## config.mk

```make
export PLATFORM = sky130hd
export DESIGN_NAME = vga_fb_writer
export DESIGN_NICKNAME = d
export VERILOG_FILES = /design/src/rtl/vga_fb_writer_pkg.sv /design/src/rtl/vga_fb_writer_addr_gen.sv /design/src/rtl/vga_fb_writer.sv
export SDC_FILE = /design/constraint.sdc
export NUM_CORES = 1
export LEC_CHECK = 0
export BUFFER_PORTS_ARGS = -buffer_cell sky130_fd_sc_hd__buf_4
export CAP_MARGIN = 20
export CORE_ASPECT_RATIO = 1.5
export CORE_MARGIN = 2
export CORE_UTILIZATION = 55
export DETAILED_ROUTE_END_ITERATION = 10
export MAX_ROUTING_LAYER = met4
export PLACE_DENSITY = 0.91
export SYNTH_ARGS = -nofsm -noshare
export SYNTH_HDL_FRONTEND = slang
export SYNTH_SLANG_ARGS = --single-unit
```

## constraint.sdc

```tcl
create_clock -name i_clk -period 3.37 [get_ports i_clk]
set_input_delay 0.5055 -clock i_clk [delete_from_list [all_inputs] [get_ports i_clk]]
set_output_delay 0.5055 -clock i_clk [all_outputs]
set_load 0.02 [all_outputs]
```

## src/rtl/vga_fb_writer_pkg.sv

```systemverilog
// Shared types and sizing helpers for the frame-buffer writer.
// Holds the FSM encoding, clog2 and default geometry constants.
package vga_fb_writer_pkg;

  typedef enum logic [1:0] {
    ST_IDLE  = 2'd0,
    ST_WRITE = 2'd1,
    ST_PEND  = 2'd2
  } fb_state_t;

  function automatic int clog2(input int n);
    int r;
    r = 0;
    while ((64'(1) << r) < 64'(n)) r++;
    return r;
  endfunction

  localparam int H_WIDTH_DEF    = 640;
  localparam int V_WIDTH_DEF    = 480;
  localparam int DECIM_DEF      = 1;
  localparam int PXL_WIDTH_DEF  = 12;
  localparam int LINE_PIX_DEF   = H_WIDTH_DEF / DECIM_DEF;
  localparam int FRAME_PIX_DEF  = LINE_PIX_DEF * (V_WIDTH_DEF / DECIM_DEF);
  localparam int ADDR_WIDTH_DEF = clog2(FRAME_PIX_DEF) + 1;

endpackage

```

## src/rtl/vga_fb_writer_addr_gen.sv

```systemverilog
// fb_addr_gen: pixel qualification plus 2-stage coordinate-to-linear
// address pipeline. Ports: raw pixel in, comb accept/first/last out,
// stage-2 linear address and pixel data out.
module fb_addr_gen
  import vga_fb_writer_pkg::*;
#(
  parameter int H_WIDTH   = H_WIDTH_DEF,
  parameter int V_WIDTH   = V_WIDTH_DEF,
  parameter int DECIM     = DECIM_DEF,
  parameter int PXL_WIDTH = PXL_WIDTH_DEF,
  parameter int LIN_W     = ADDR_WIDTH_DEF - 1
) (
  input  logic                 i_clk,
  input  logic                 i_n_reset,
  input  logic [9:0]           i_h_addr,
  input  logic [9:0]           i_v_addr,
  input  logic                 i_valid,
  input  logic [3:0]           i_pxl_r,
  input  logic [3:0]           i_pxl_g,
  input  logic [3:0]           i_pxl_b,
  output logic                 o_acc,
  output logic                 o_first,
  output logic                 o_last,
  output logic [LIN_W-1:0]     o_lin_addr,
  output logic [PXL_WIDTH-1:0] o_data
);

  localparam int SHIFT = (DECIM == 2) ? 1 : 0;
  localparam int LINE  = H_WIDTH / DECIM;

  logic                 in_range;
  logic                 on_grid;
  logic                 acc_s1;
  logic [9:0]           h_s1;
  logic [9:0]           v_s1;
  logic [PXL_WIDTH-1:0] data_s1;

  assign in_range = (i_h_addr < 10'(H_WIDTH))
                 && (i_v_addr < 10'(V_WIDTH));

  // With 2:1 decimation only even rows and columns are kept.
  assign on_grid = (DECIM == 1)
                || (!i_h_addr[0] && !i_v_addr[0]);

  assign o_acc   = i_valid && in_range && on_grid;
  assign o_first = (i_h_addr == 10'd0) && (i_v_addr == 10'd0);
  assign o_last  = (i_h_addr == 10'(H_WIDTH - DECIM))
                && (i_v_addr == 10'(V_WIDTH - DECIM));

  always_ff @(posedge i_clk or negedge i_n_reset) begin
    if (!i_n_reset) begin
      acc_s1  <= 1'b0;
      h_s1    <= '0;
      v_s1    <= '0;
      data_s1 <= '0;
    end else begin
      acc_s1 <= o_acc;
      if (o_acc) begin
        h_s1    <= i_h_addr >> SHIFT;
        v_s1    <= i_v_addr >> SHIFT;
        data_s1 <= PXL_WIDTH'({i_pxl_r, i_pxl_g, i_pxl_b});
      end
    end
  end

  // Address/data hold the last accepted pixel between writes.
  always_ff @(posedge i_clk or negedge i_n_reset) begin
    if (!i_n_reset) begin
      o_lin_addr <= '0;
      o_data     <= '0;
    end else if (acc_s1) begin
      o_lin_addr <= LIN_W'(32'(v_s1) * 32'(LINE) + 32'(h_s1));
      o_data     <= data_s1;
    end
  end

endmodule

```

## src/rtl/vga_fb_writer.sv

```systemverilog
// Ping-pong frame-buffer write controller: pixels in, BRAM writes out,
// bank ownership handed to the VGA reader on its frame-start pulse.
module vga_fb_writer
  import vga_fb_writer_pkg::*;
#(
  parameter int H_WIDTH    = H_WIDTH_DEF,
  parameter int V_WIDTH    = V_WIDTH_DEF,
  parameter int DECIM      = DECIM_DEF,
  parameter int PXL_WIDTH  = PXL_WIDTH_DEF,
  parameter int ADDR_WIDTH =
    clog2((H_WIDTH / DECIM) * (V_WIDTH / DECIM)) + 1
) (
  input  logic                  i_clk,
  input  logic                  i_n_reset,
  input  logic [9:0]            i_h_addr,
  input  logic [9:0]            i_v_addr,
  input  logic                  i_valid,
  input  logic [3:0]            i_pxl_r,
  input  logic [3:0]            i_pxl_g,
  input  logic [3:0]            i_pxl_b,
  input  logic                  i_rd_vsync,
  output logic                  o_wr_en,
  output logic [ADDR_WIDTH-1:0] o_wr_addr,
  output logic [PXL_WIDTH-1:0]  o_wr_data,
  output logic                  o_rd_bank,
  output logic                  o_frame_done,
  output logic [7:0]            o_drop_cnt
);

  localparam int LIN_W = ADDR_WIDTH - 1;

  fb_state_t            state_q;
  fb_state_t            state_d;
  logic                 acc;
  logic                 first;
  logic                 last;
  logic                 wr_go;
  logic                 done_go;
  logic                 drop_go;
  logic                 swap_go;
  logic                 wr_bank_q;
  logic                 rd_bank_q;
  logic                 go_s1;
  logic                 done_s1;
  logic                 bank_s1;
  logic                 bank_q;
  logic [7:0]           drop_q;
  logic [LIN_W-1:0]     lin_addr;
  logic [PXL_WIDTH-1:0] pix_data;

  fb_addr_gen #(
    .H_WIDTH   (H_WIDTH),
    .V_WIDTH   (V_WIDTH),
    .DECIM     (DECIM),
    .PXL_WIDTH (PXL_WIDTH),
    .LIN_W     (LIN_W)
  ) u_addr_gen (
    .i_clk      (i_clk),
    .i_n_reset  (i_n_reset),
    .i_h_addr   (i_h_addr),
    .i_v_addr   (i_v_addr),
    .i_valid    (i_valid),
    .i_pxl_r    (i_pxl_r),
    .i_pxl_g    (i_pxl_g),
    .i_pxl_b    (i_pxl_b),
    .o_acc      (acc),
    .o_first    (first),
    .o_last     (last),
    .o_lin_addr (lin_addr),
    .o_data     (pix_data)
  );

  always_ff @(posedge i_clk or negedge i_n_reset) begin
    if (!i_n_reset) state_q <= ST_IDLE;
    else            state_q <= state_d;
  end

  always_comb begin
    state_d = state_q;
    unique case (state_q)
      ST_IDLE: begin
        if (acc && first) state_d = ST_WRITE;
      end
      ST_WRITE: begin
        if (acc && last) state_d = ST_PEND;
      end
      ST_PEND: begin
        if (i_rd_vsync)
          state_d = (acc && first) ? ST_WRITE : ST_IDLE;
      end
      default: state_d = ST_IDLE;
    endcase
  end

  // Decisions are taken on the raw pixel so that a vsync and a
  // first pixel arriving together are seen in the same cycle.
  always_comb begin
    wr_go   = 1'b0;
    done_go = 1'b0;
    drop_go = 1'b0;
    swap_go = 1'b0;
    unique case (state_q)
      ST_IDLE: begin
        wr_go = acc && first;
      end
      ST_WRITE: begin
        wr_go   = acc;
        done_go = acc && last;
        drop_go = acc && first && !last;
      end
      ST_PEND: begin
        swap_go = i_rd_vsync;
        wr_go   = i_rd_vsync && acc && first;
        drop_go = !i_rd_vsync && acc && first;
      end
      default: ;
    endcase
  end

  always_ff @(posedge i_clk or negedge i_n_reset) begin
    if (!i_n_reset) begin
      wr_bank_q <= 1'b0;
      rd_bank_q <= 1'b1;
    end else if (swap_go) begin
      rd_bank_q <= wr_bank_q;
      wr_bank_q <= ~wr_bank_q;
    end
  end

  always_ff @(posedge i_clk or negedge i_n_reset) begin
    if (!i_n_reset)
      drop_q <= 8'd0;
    else if (drop_go && drop_q != 8'hFF)
      drop_q <= drop_q + 8'd1;
  end

  // Control travels alongside the address pipeline; the bank is
  // captured per pixel so a write after a swap lands in the new bank.
  always_ff @(posedge i_clk or negedge i_n_reset) begin
    if (!i_n_reset) begin
      go_s1        <= 1'b0;
      done_s1      <= 1'b0;
      bank_s1      <= 1'b0;
      o_wr_en      <= 1'b0;
      o_frame_done <= 1'b0;
      bank_q       <= 1'b0;
    end else begin
      go_s1        <= wr_go;
      done_s1      <= done_go;
      bank_s1      <= swap_go ? ~wr_bank_q : wr_bank_q;
      o_wr_en      <= go_s1;
      o_frame_done <= done_s1;
      if (go_s1) bank_q <= bank_s1;
    end
  end

  assign o_wr_addr  = {bank_q, lin_addr};
  assign o_wr_data  = pix_data;
  assign o_rd_bank  = rd_bank_q;
  assign o_drop_cnt = drop_q;

endmodule

```

==> out/qor.txt, run 1 <==
Net count reported at finish: 474
Placed Area: 4740 um2
Remaining DRCs: 0
PwrDens: 732 nW/um2
Fill cells: 514
Critical path launch point type: register
Later-pin clock latency in the skew report: 360 ps
Final Skew: 7.16 ps
CP arrival: 3350 ps
M1 GR Usage: 28.7%
CP max-delay cell: fa_1
Crit Path Max Fanout: 3
Synth Cell Area: 4050 um2
# IOs: 79
Maxcap violations: 0
Hold Vio Cnt, Final: 0
Post-DP HPWL: 6490 um
Commonest non-fill, non-tap cell in the layout: buf_4
Footprint of the multi-input gates: 1920 um2
Flip-flop and latch area: 2030 um2
Die Wd: 74.0 um
Worst vdd ir: 0.000444 V
DRT Pass-1 Iters: 4
Cell variety after synth: 52
Vias in the first global route: 3,013
Worst-path clk slew: 80 ps
Slowest stage delay, CP: 560 ps
Yosys Warn Count: 0
Inserted Clock Buffers: 9
Clock Sinks: 81
Die ar.: 8070 um2
Largest net degree at the start of global routing: 82
Initial Util: 56.4%
Core area: 7180 um2
Maximum clock insertion buffer count: 2
Worst slew margin: 69.0%
Drt wl/cell: 17.0 um
Area contributors post-synth: dfrtp_1, mux2_2, ha_1
Post-Syn Nets: 391
Port Buffers: 78
CTS Root Cell: clkbuf_8
Post-synth EDFFs: 0
Ys async rst share: 100%
GPL Wtd Cong: 0.904
Fraction of layout instances using a drive strength above 1: 39.4%
RSZ-0062 raised after global routing: no
Commonest non-fill, non-tap cells in the layout: buf_4, dfrtp_1, mux2_2
# Post-CTS Setup Buffers: 0
Final setup fails: 0
Min Tclk post-route: 3100 ps
Post-synth top area share: 49.5%
Post-DR vias/cell: 5.57
Vias post-DR: 2,872
Yosys reg bits: 81
Final Util: 69.1%
Antenna Cells: 0
DR iter-0 viols: 131
Post-cts sizing count: 0
Most used cell, CP: ha_1
Status: completed
Required time worst endpoint: 3620 ps
Top cell family by delay on the critical path: adder cells
Worst slew pin tran: 465 ps
CP Class: reg2reg
Crit share post-route: 92.0%
Main synth FF type: dfrtp_1
Met3 Track Usage GR: 4.81%
Peak Freq: 323 MHz
Max-slew violation count: 0
Global route overflow: 0
Mapped Avg Cell Area: 12.3 um2
Worst setup EP type: register
Bufs and invs on worst path: 0
Post-Route WL: 8780 um
Die Height: 109 um
Seq/Total Area, Yosys: 50.1%
Gr busiest metal: met2
H-tree depth: 3
PnR Total Power: 3.63 mW
Total Neg Setup Slack: 0 ps
Hold Path Class: in2async
Routed Antenna Nets: 0
Post-Syn Instances: 329
Leakage: 2.28 nW
Tot GR Track Use: 24.3%
Placement row count: 38
Critical-path cell list: ha_1 -> ha_1 -> fa_1 -> o211ai_1 -> nor3b_1 -> nor4b_1 -> o2111ai_1 -> xnor2_1 -> mux2_2
Number of antenna violations at the first check in global routing: 0
Global-route wire length before repair: 14,300 um
CTS tree: yes
Fin area: 4960 um2
Hold_buf cts: 0
Layout area overhead: 22.5%
Met2 Use GR: 39.6%
Cell accounting for the most synthesized area: dfrtp_1
[synth_stat cells (2+ instances only)]
library cell,number
xor2_1,10
mux2_1,3
a211o_1,2
dfrtp_1,80
nor3b_1,2
o21ai_0,10
ha_1,24
o2111ai_1,2
nor4_2,2
nor2_1,18
o21a_1,3
inv_1,14
nor4_1,5
a211oi_2,2
buf_2,2
nand4_1,4
a21oi_1,15
nor3_1,5
or2_2,2
and4_1,2
fa_1,2
a211oi_1,2
nand2_1,12
mux2_2,55
a31oi_1,3
nand3_1,6
xnor2_1,8
clkbuf_1,4
nor2b_1,5
buf_1,3
[final timing paths]
check	startpoint	to	depth (start not counted)	slack [ps]
min in group i_clk	done_s1$_DFF_PN0_	o_frame_done$_DFF_PN0_	0	360
min	i_n_reset	o_drop_cnt[7]$_DFFE_PN0P_	1	30
max reg2reg	u_addr_gen.v_s1[1]$_DFFE_PN0P_	u_addr_gen.o_lin_addr[18]$_DFFE_PN0P_	9	270
max in group asynchronous	i_n_reset	u_addr_gen.o_data[4]$_DFFE_PN0P_	2	2750
min reg2reg	done_s1$_DFF_PN0_	o_frame_done$_DFF_PN0_	0	360
max	u_addr_gen.v_s1[1]$_DFFE_PN0P_	u_addr_gen.o_lin_addr[18]$_DFFE_PN0P_	9	270
[cell families after synthesis]
family                     share of synthesized area [%]
DFF                                                 50.1
adders and majority gates                           8.41
muxes                                               16.4
buffers and inverters                               2.38
AOI/OAI and AO/OA                                   8.53
and+or+nand+nor                                     10.3
xor gates and xnor gates                            3.90
[cell type report]
class                      count  share of cell area (%)
inverter                      14                    1.06
timing repair buffer          82                    12.8
sequential                    81                    40.9
tap                          100                    2.52
clock inverter                 3                   0.807
clock buffer                  12                    3.13
multi-input combinational    224                    38.8
[sequential cells by signal, summed over array words and instances, names as in the netlist, 2 cells and up]
signal	count
u_addr_gen.o_lin_addr	19
u_addr_gen.data_s1	12
u_addr_gen.o_data	12
u_addr_gen.h_s1	10
u_addr_gen.v_s1	10
o_drop_cnt	8
state_q	2
[metrics by stage]
| stage | instances | setup WS, ps | hold slack, ps |
|---|---|---|---|
| floorplan | 329 | 549 | 210 |
| global placement | 500 | 385 | 335 |
| detailed placement | 500 | 312 | 340 |
| CTS | 515 | 277 | 336 |
| global route | 516 | 68.6 | 41.1 |
| finish | 516 | 271 | 32.5 |
[metal layers]
| metal | routed length (um) | part of all wire, % | up-vias |
|---|---|---|---|
| met2 | 4610 | 52 | 80 |
| met4 | 294 | 3.3 | 0 |
| met3 | 286 | 3.3 | 21 |
| li1 | - | - | 1349 |
| met1 | 3590 | 41 | 1422 |
| met5 | 0 | 0 | - |
[power by group]
part	total, mW	switching (mW)	leakage, nW	internal [mW]
Clock	0.722	0.345	0.102	0.377
Sequential	1.38	0.155	0.982	1.23
Combinational	1.53	0.821	1.20	0.708
Note: power is estimated with default switching activity, not from simulation.
==> inputs of run 2 (changes only) <==
--- a/config.mk
+++ b/config.mk
@@ -7,9 +7,11 @@
 export LEC_CHECK = 0
 export BUFFER_PORTS_ARGS = -buffer_cell sky130_fd_sc_hd__buf_4
 export CAP_MARGIN = 20
+export CELL_PAD_IN_SITES_DETAIL_PLACEMENT = 1
+export CELL_PAD_IN_SITES_GLOBAL_PLACEMENT = 1
 export CORE_ASPECT_RATIO = 1.5
 export CORE_MARGIN = 2
-export CORE_UTILIZATION = 55
+export CORE_UTILIZATION = 44
 export DETAILED_ROUTE_END_ITERATION = 10
 export MAX_ROUTING_LAYER = met4
 export PLACE_DENSITY = 0.91
==> out/qor.txt, run 2 (synthesis gave the netlist of run 1 again) <==
Status: completed
Post-DP HPWL: 7060 um
Hold Startpoint: done_s1$_DFF_PN0_
Core area: 8880 um2
Post-DR vias/cell: 5.55
Worst vdd ir: 0.000455 V
Die Height: 121 um
Worst hold path depth: 0
Antenna Cells: 0
Crit Path Max Fanout: 3
Worst slew pin tran: 490 ps
Layout area overhead: 26.2%
Commonest non-fill, non-tap cells in the layout: dfrtp_1, buf_4, mux2_2
Post-Route WL: 9960 um
Die Wd: 82.3 um
CP arrival: 3300 ps
CTS tree: yes
Drt wl/cell: 18.9 um
Initial Util: 45.6%
H-tree depth: 3
PwrDens: 788 nW/um2
Inserted Clock Buffers: 9
Crit path from: u_addr_gen.v_s1[1]$_DFFE_PN0P_
Hold Vio Cnt, Final: 0
# Post-CTS Setup Buffers: 0
Later-pin clock latency in the skew report: 340 ps
Max reg flops: 19
Crit share post-route: 91.3%
Tot GR Track Use: 22.3%
Max-slew violation count: 0
Net count reported at finish: 474
Maxcap violations: 0
Worst r2r src: u_addr_gen.v_s1[1]$_DFFE_PN0P_
Required time worst endpoint: 3590 ps
Placement row count: 42
Final setup fails: 0
Vias in the first global route: 3,300
Final Skew: 4.25 ps
PnR Total Power: 4.02 mW
CP Class: reg2reg
Vias post-DR: 2,926
Min Tclk post-route: 3080 ps
GPL Wtd Cong: 0.882
Peak Freq: 325 MHz
Clock Sinks: 81
RSZ-0062 raised after global routing: no
Worst slew margin: 67.3%
Die ar.: 10000 um2
Reg with most FFs: u_addr_gen.o_lin_addr
Number of antenna violations at the first check in global routing: 0
DR iter-0 viols: 99
Remaining DRCs: 0
CTS Root Cell: clkbuf_16
Maximum clock insertion buffer count: 2
Fraction of layout instances using a drive strength above 1: 39.6%
Global-route wire length before repair: 16,300 um
Global route overflow: 0
Largest net degree at the start of global routing: 82
R2R depth: 9
# IOs: 79
Leakage: 2.34 nW
Total Neg Setup Slack: 0 ps
DRT Pass-1 Iters: 4
Routed Antenna Nets: 0
Worst-path clk slew: 60 ps
Worst setup EP type: register
Biggest regs: u_addr_gen.o_lin_addr: 19 flops, u_addr_gen.data_s1: 12 flops, u_addr_gen.o_data: 12 flops
Critical R2R Capture: u_addr_gen.o_lin_addr[18]$_DFFE_PN0P_
Hold Path Class: reg2reg
Critical path launch point type: register
Reg2reg setup slack: 290 ps
Port Buffers: 78
Hold Path End: o_frame_done$_DFF_PN0_
[run 2: what timing repair did]
| action | in CTS | in global routing |
|---|---|---|
| gates resized for setup | 0 | 1 |
| endpoints found under the setup margin | 0 | 1 |
| endpoints found under the hold margin | 0 | 8 |
| hold buffers | 0 | 1 |
[run 2: how the worst max path moves through the flow]
stage                                            endpoint  depth (start not counted)
finish              u_addr_gen.o_lin_addr[18]$_DFFE_PN0P_                          9
CTS                 u_addr_gen.o_lin_addr[18]$_DFFE_PN0P_                          9
floorplan           u_addr_gen.o_lin_addr[18]$_DFFE_PN0P_                          9
global route        u_addr_gen.o_lin_addr[18]$_DFFE_PN0P_                          9
detailed placement  u_addr_gen.o_lin_addr[18]$_DFFE_PN0P_                          9
global placement    u_addr_gen.o_lin_addr[18]$_DFFE_PN0P_                          9
[run 2: stage by stage]
step,instances,cell area (um2),hold WS (ps),setup slack (ps),util [%]
finish,527,5110,351,294,57.5
detailed placement,509,4740,340,289,53.4
CTS,525,5060,353,188,57.0
global placement,509,4740,337,360,53.4
global route,527,5110,355,88.4,57.5
floorplan,329,4050,210,549,-
[run 2: layout make-up]
cell class,instances,area [um2]
clock buffers,11,243
repair buffers,82,638
inverters,14,52.6
multi-input cells,224,1930
well taps,110,138
flip-flops and latches,81,2030
fillers,920,3770
clock inverters,5,78.8
[run 2: metal layers]
metal / track usage, % / up-vias / routed length (um)
li1: - / 1351 / -
met1: 25.5 / 1474 / 3880
met2: 36.9 / 78 / 5400
met3: 3.42 / 23 / 353
met4: 11.5 / 0 / 327
met5: - / - / 0
[run 2: report_power, final]
group / internal [mW] / total, mW / switching, mW / leakage, nW
Combinational: 0.712 / 1.58 / 0.864 / 1.20
Sequential: 1.23 / 1.39 / 0.160 / 0.982
Clock: 0.668 / 1.06 / 0.389 / 0.159
[run 2: worst max-delay path, cell delays in order, from the launching register on]
cell and delay (ps):
dfrtp_1 400, ha_1 310, ha_1 240, fa_1 560, o211ai_1 160, nor3b_1 360
nor4b_2 320, o2111ai_1 180, xnor2_1 160, mux2_2 260
==> inputs of run 3 (changes only) <==
--- a/config.mk
+++ b/config.mk
@@ -5,13 +5,13 @@
 export SDC_FILE = /design/constraint.sdc
 export NUM_CORES = 1
 export LEC_CHECK = 0
+export ABC_AREA = 1
 export BUFFER_PORTS_ARGS = -buffer_cell sky130_fd_sc_hd__buf_4
-export CAP_MARGIN = 20
 export CELL_PAD_IN_SITES_DETAIL_PLACEMENT = 1
 export CELL_PAD_IN_SITES_GLOBAL_PLACEMENT = 1
 export CORE_ASPECT_RATIO = 1.5
 export CORE_MARGIN = 2
-export CORE_UTILIZATION = 44
+export CORE_UTILIZATION = 41
 export DETAILED_ROUTE_END_ITERATION = 10
 export MAX_ROUTING_LAYER = met4
 export PLACE_DENSITY = 0.91
==> out/qor.txt, run 3 <==
Core area: 10,100 um2
Post-DP HPWL: 7970 um
Largest net degree at the start of global routing: 82
Post-synth top area share: 47.6%
Post-Route WL: 10,600 um
Port Buffers: 78
CTS Root Cell: clkbuf_16
Hold_buf cts: 0
Reg2reg setup slack: 850 ps
Placement row count: 45
Tot GR Track Use: 21.1%
Post-DR vias/cell: 5.05
Antenna Cells: 0
Net count reported at finish: 663
Post-Syn Nets: 585
Biggest regs: u_addr_gen.o_lin_addr: 19 flops, u_addr_gen.data_s1: 12 flops, u_addr_gen.o_data: 12 flops
R2R depth: 13
Leakage: 2.85 nW
Later-pin clock latency in the skew report: 340 ps
Required time worst endpoint: 3640 ps
Initial Util: 41.7%
Min Tclk post-route: 2520 ps
Post-synth EDFFs: 0
# IOs: 79
Hold Path Class: in2async
Die Wd: 86.7 um
Synth Cell Area: 4200 um2
Commonest non-fill, non-tap cells in the layout: nand2_1, dfrtp_1, buf_4
Routed Antenna Nets: 0
Hold Vio Cnt, Final: 0
Footprint of the multi-input gates: 1900 um2
Worst slew margin: 32.7%
Worst setup EP type: register
Post-synth top cells: nand2_1, dfrtp_1, inv_1
Yosys reg bits: 81
RSZ-0062 raised after global routing: no
Remaining DRCs: 0
Fill cells: 1,278
# Post-CTS Setup Buffers: 0
Vias in the first global route: 4,038
Die ar.: 11,100 um2
Maximum clock insertion buffer count: 2
Clock Sinks: 81
Fraction of layout instances using a drive strength above 1: 18.5%
Most used cell, CP: nand2_1
Drt wl/cell: 14.6 um
Flip-flop and latch area: 2030 um2
Yosys Warn Count: 0
Layout area overhead: 23.2%
Post-cts sizing count: 0
Crit Path Max Fanout: 4
Die Height: 128 um
Mapped Avg Cell Area: 8.04 um2
Area contributors post-synth: dfrtp_1, nand2_1, ha_1
DRT Pass-1 Iters: 4
Seq/Total Area, Yosys: 48.2%
Critical path launch point type: register
Final Skew: 6.01 ps
Global route overflow: 0
Status: completed
Worst-path clk slew: 60 ps
CTS tree: yes
Vias post-DR: 3,649
H-tree depth: 3
Main synth FF type: dfrtp_1
Crit share post-route: 74.8%
Critical R2R Capture: u_addr_gen.o_lin_addr[18]$_DFFE_PN0P_
Number of antenna violations at the first check in global routing: 0
Placed Area: 4890 um2
Ys async rst share: 100%
CP max-delay cell: fa_1
Post-Syn Instances: 523
Final setup fails: 0
Worst vdd ir: 0.000240 V
CP arrival: 2790 ps
Worst r2r src: u_addr_gen.v_s1[1]$_DFFE_PN0P_
DR iter-0 viols: 163
Cell accounting for the most synthesized area: dfrtp_1
CP Class: reg2reg
Max reg flops: 19
Fin area: 5180 um2
Reg with most FFs: u_addr_gen.o_lin_addr
Global-route wire length before repair: 18,200 um
Worst slew pin tran: 1010 ps
Most numerous cell in the Yosys netlist: nand2_1
Total Neg Setup Slack: 0 ps
PwrDens: 659 nW/um2
Cell variety after synth: 30
Maxcap violations: 0
Slowest stage delay, CP: 530 ps
Commonest non-fill, non-tap cell in the layout: nand2_1
Peak Freq: 397 MHz
GPL Wtd Cong: 0.853
Inserted Clock Buffers: 9
Critical-path cell list: ha_1 -> ha_1 -> fa_1 -> nand2_1 -> inv_1 -> nand2_1 -> nor2_1 -> nand3_1 -> nor2_2 -> nand3_1 -> nand2_1 -> nand3_1 -> nand2_1
Max-slew violation count: 0
## run 3: how the worst max path moves through the flow
| stage | from | endpoint | slack [ps] | depth (start not counted) |
|---|---|---|---|---|
| final | u_addr_gen.v_s1[1]$_DFFE_PN0P_ | u_addr_gen.o_lin_addr[18]$_DFFE_PN0P_ | 850 | 13 |
| after floorplan | u_addr_gen.v_s1[1]$_DFFE_PN0P_ | u_addr_gen.o_lin_addr[18]$_DFFE_PN0P_ | 1110 | 12 |
| after detailed placement | u_addr_gen.v_s1[1]$_DFFE_PN0P_ | u_addr_gen.o_lin_addr[18]$_DFFE_PN0P_ | 850 | 12 |
| after global routing | u_addr_gen.v_s1[1]$_DFFE_PN0P_ | u_addr_gen.o_lin_addr[18]$_DFFE_PN0P_ | 590 | 13 |
| after CTS | u_addr_gen.v_s1[1]$_DFFE_PN0P_ | u_addr_gen.o_lin_addr[18]$_DFFE_PN0P_ | 840 | 12 |
| after global placement | u_addr_gen.v_s1[1]$_DFFE_PN0P_ | u_addr_gen.o_lin_addr[18]$_DFFE_PN0P_ | 1000 | 12 |
## run 3: cell families after synthesis
kind of cell               Yosys count  share of synthesized area (%)
adders and majority gates           26                           8.10
AOI/OAI and AO/OA                   37                           4.52
buffers and inverters               69                           6.49
xor gates and xnor gates            13                           2.71
and+or+nand+nor                    297                           29.9
DFF                                 81                           48.2
## run 3: layout make-up
cell class                      count  area share, %
Clock buffer                       11           4.49
Sequential cell                    81           39.2
Multi-Input combinational cell    373           36.7
Clock inverter                      5           1.11
Tap cell                          117           2.83
Timing Repair Buffer               80           11.6
Inverter                           56           4.06
## run 3: per-layer routing
layer  up-vias  routed length (um)  track usage, %
li1       1797                   -               -
met5         -                   0               -
met4         0                 207            7.63
met1      1759                4320            24.3
met2        70                5730            37.0
met3        23                 312            3.09
## run 3: critical path: cells and delay by family, from the launching register on
family | cells | cell delay (ps)
adders and majority gates | 3 | 1100
and+or+nand+nor | 9 | 880
DFF | 1 | 410
buffers and inverters | 1 | 50
## run 3: per-stage QoR
stage                     power [mW]  utilization, %  worst slack (ps)  cells  hold slack, ps
after CTS                       3.45            51.4               837    723             359
after global placement          2.40            48.5               995    707             345
after global routing            3.65            51.4               593    723             362
final                           3.41            51.4               850    723             326
after detailed placement        2.47            48.5               851    707             339
after floorplan                 2.04               -              1110    523             210
## run 3: power by group
part	internal (mW)	switching, mW	leakage (nW)	total, mW
Clock	0.573	0.387	0.132	0.960
Combinational	0.442	0.700	1.69	1.14
Sequential	1.18	0.131	1.03	1.31
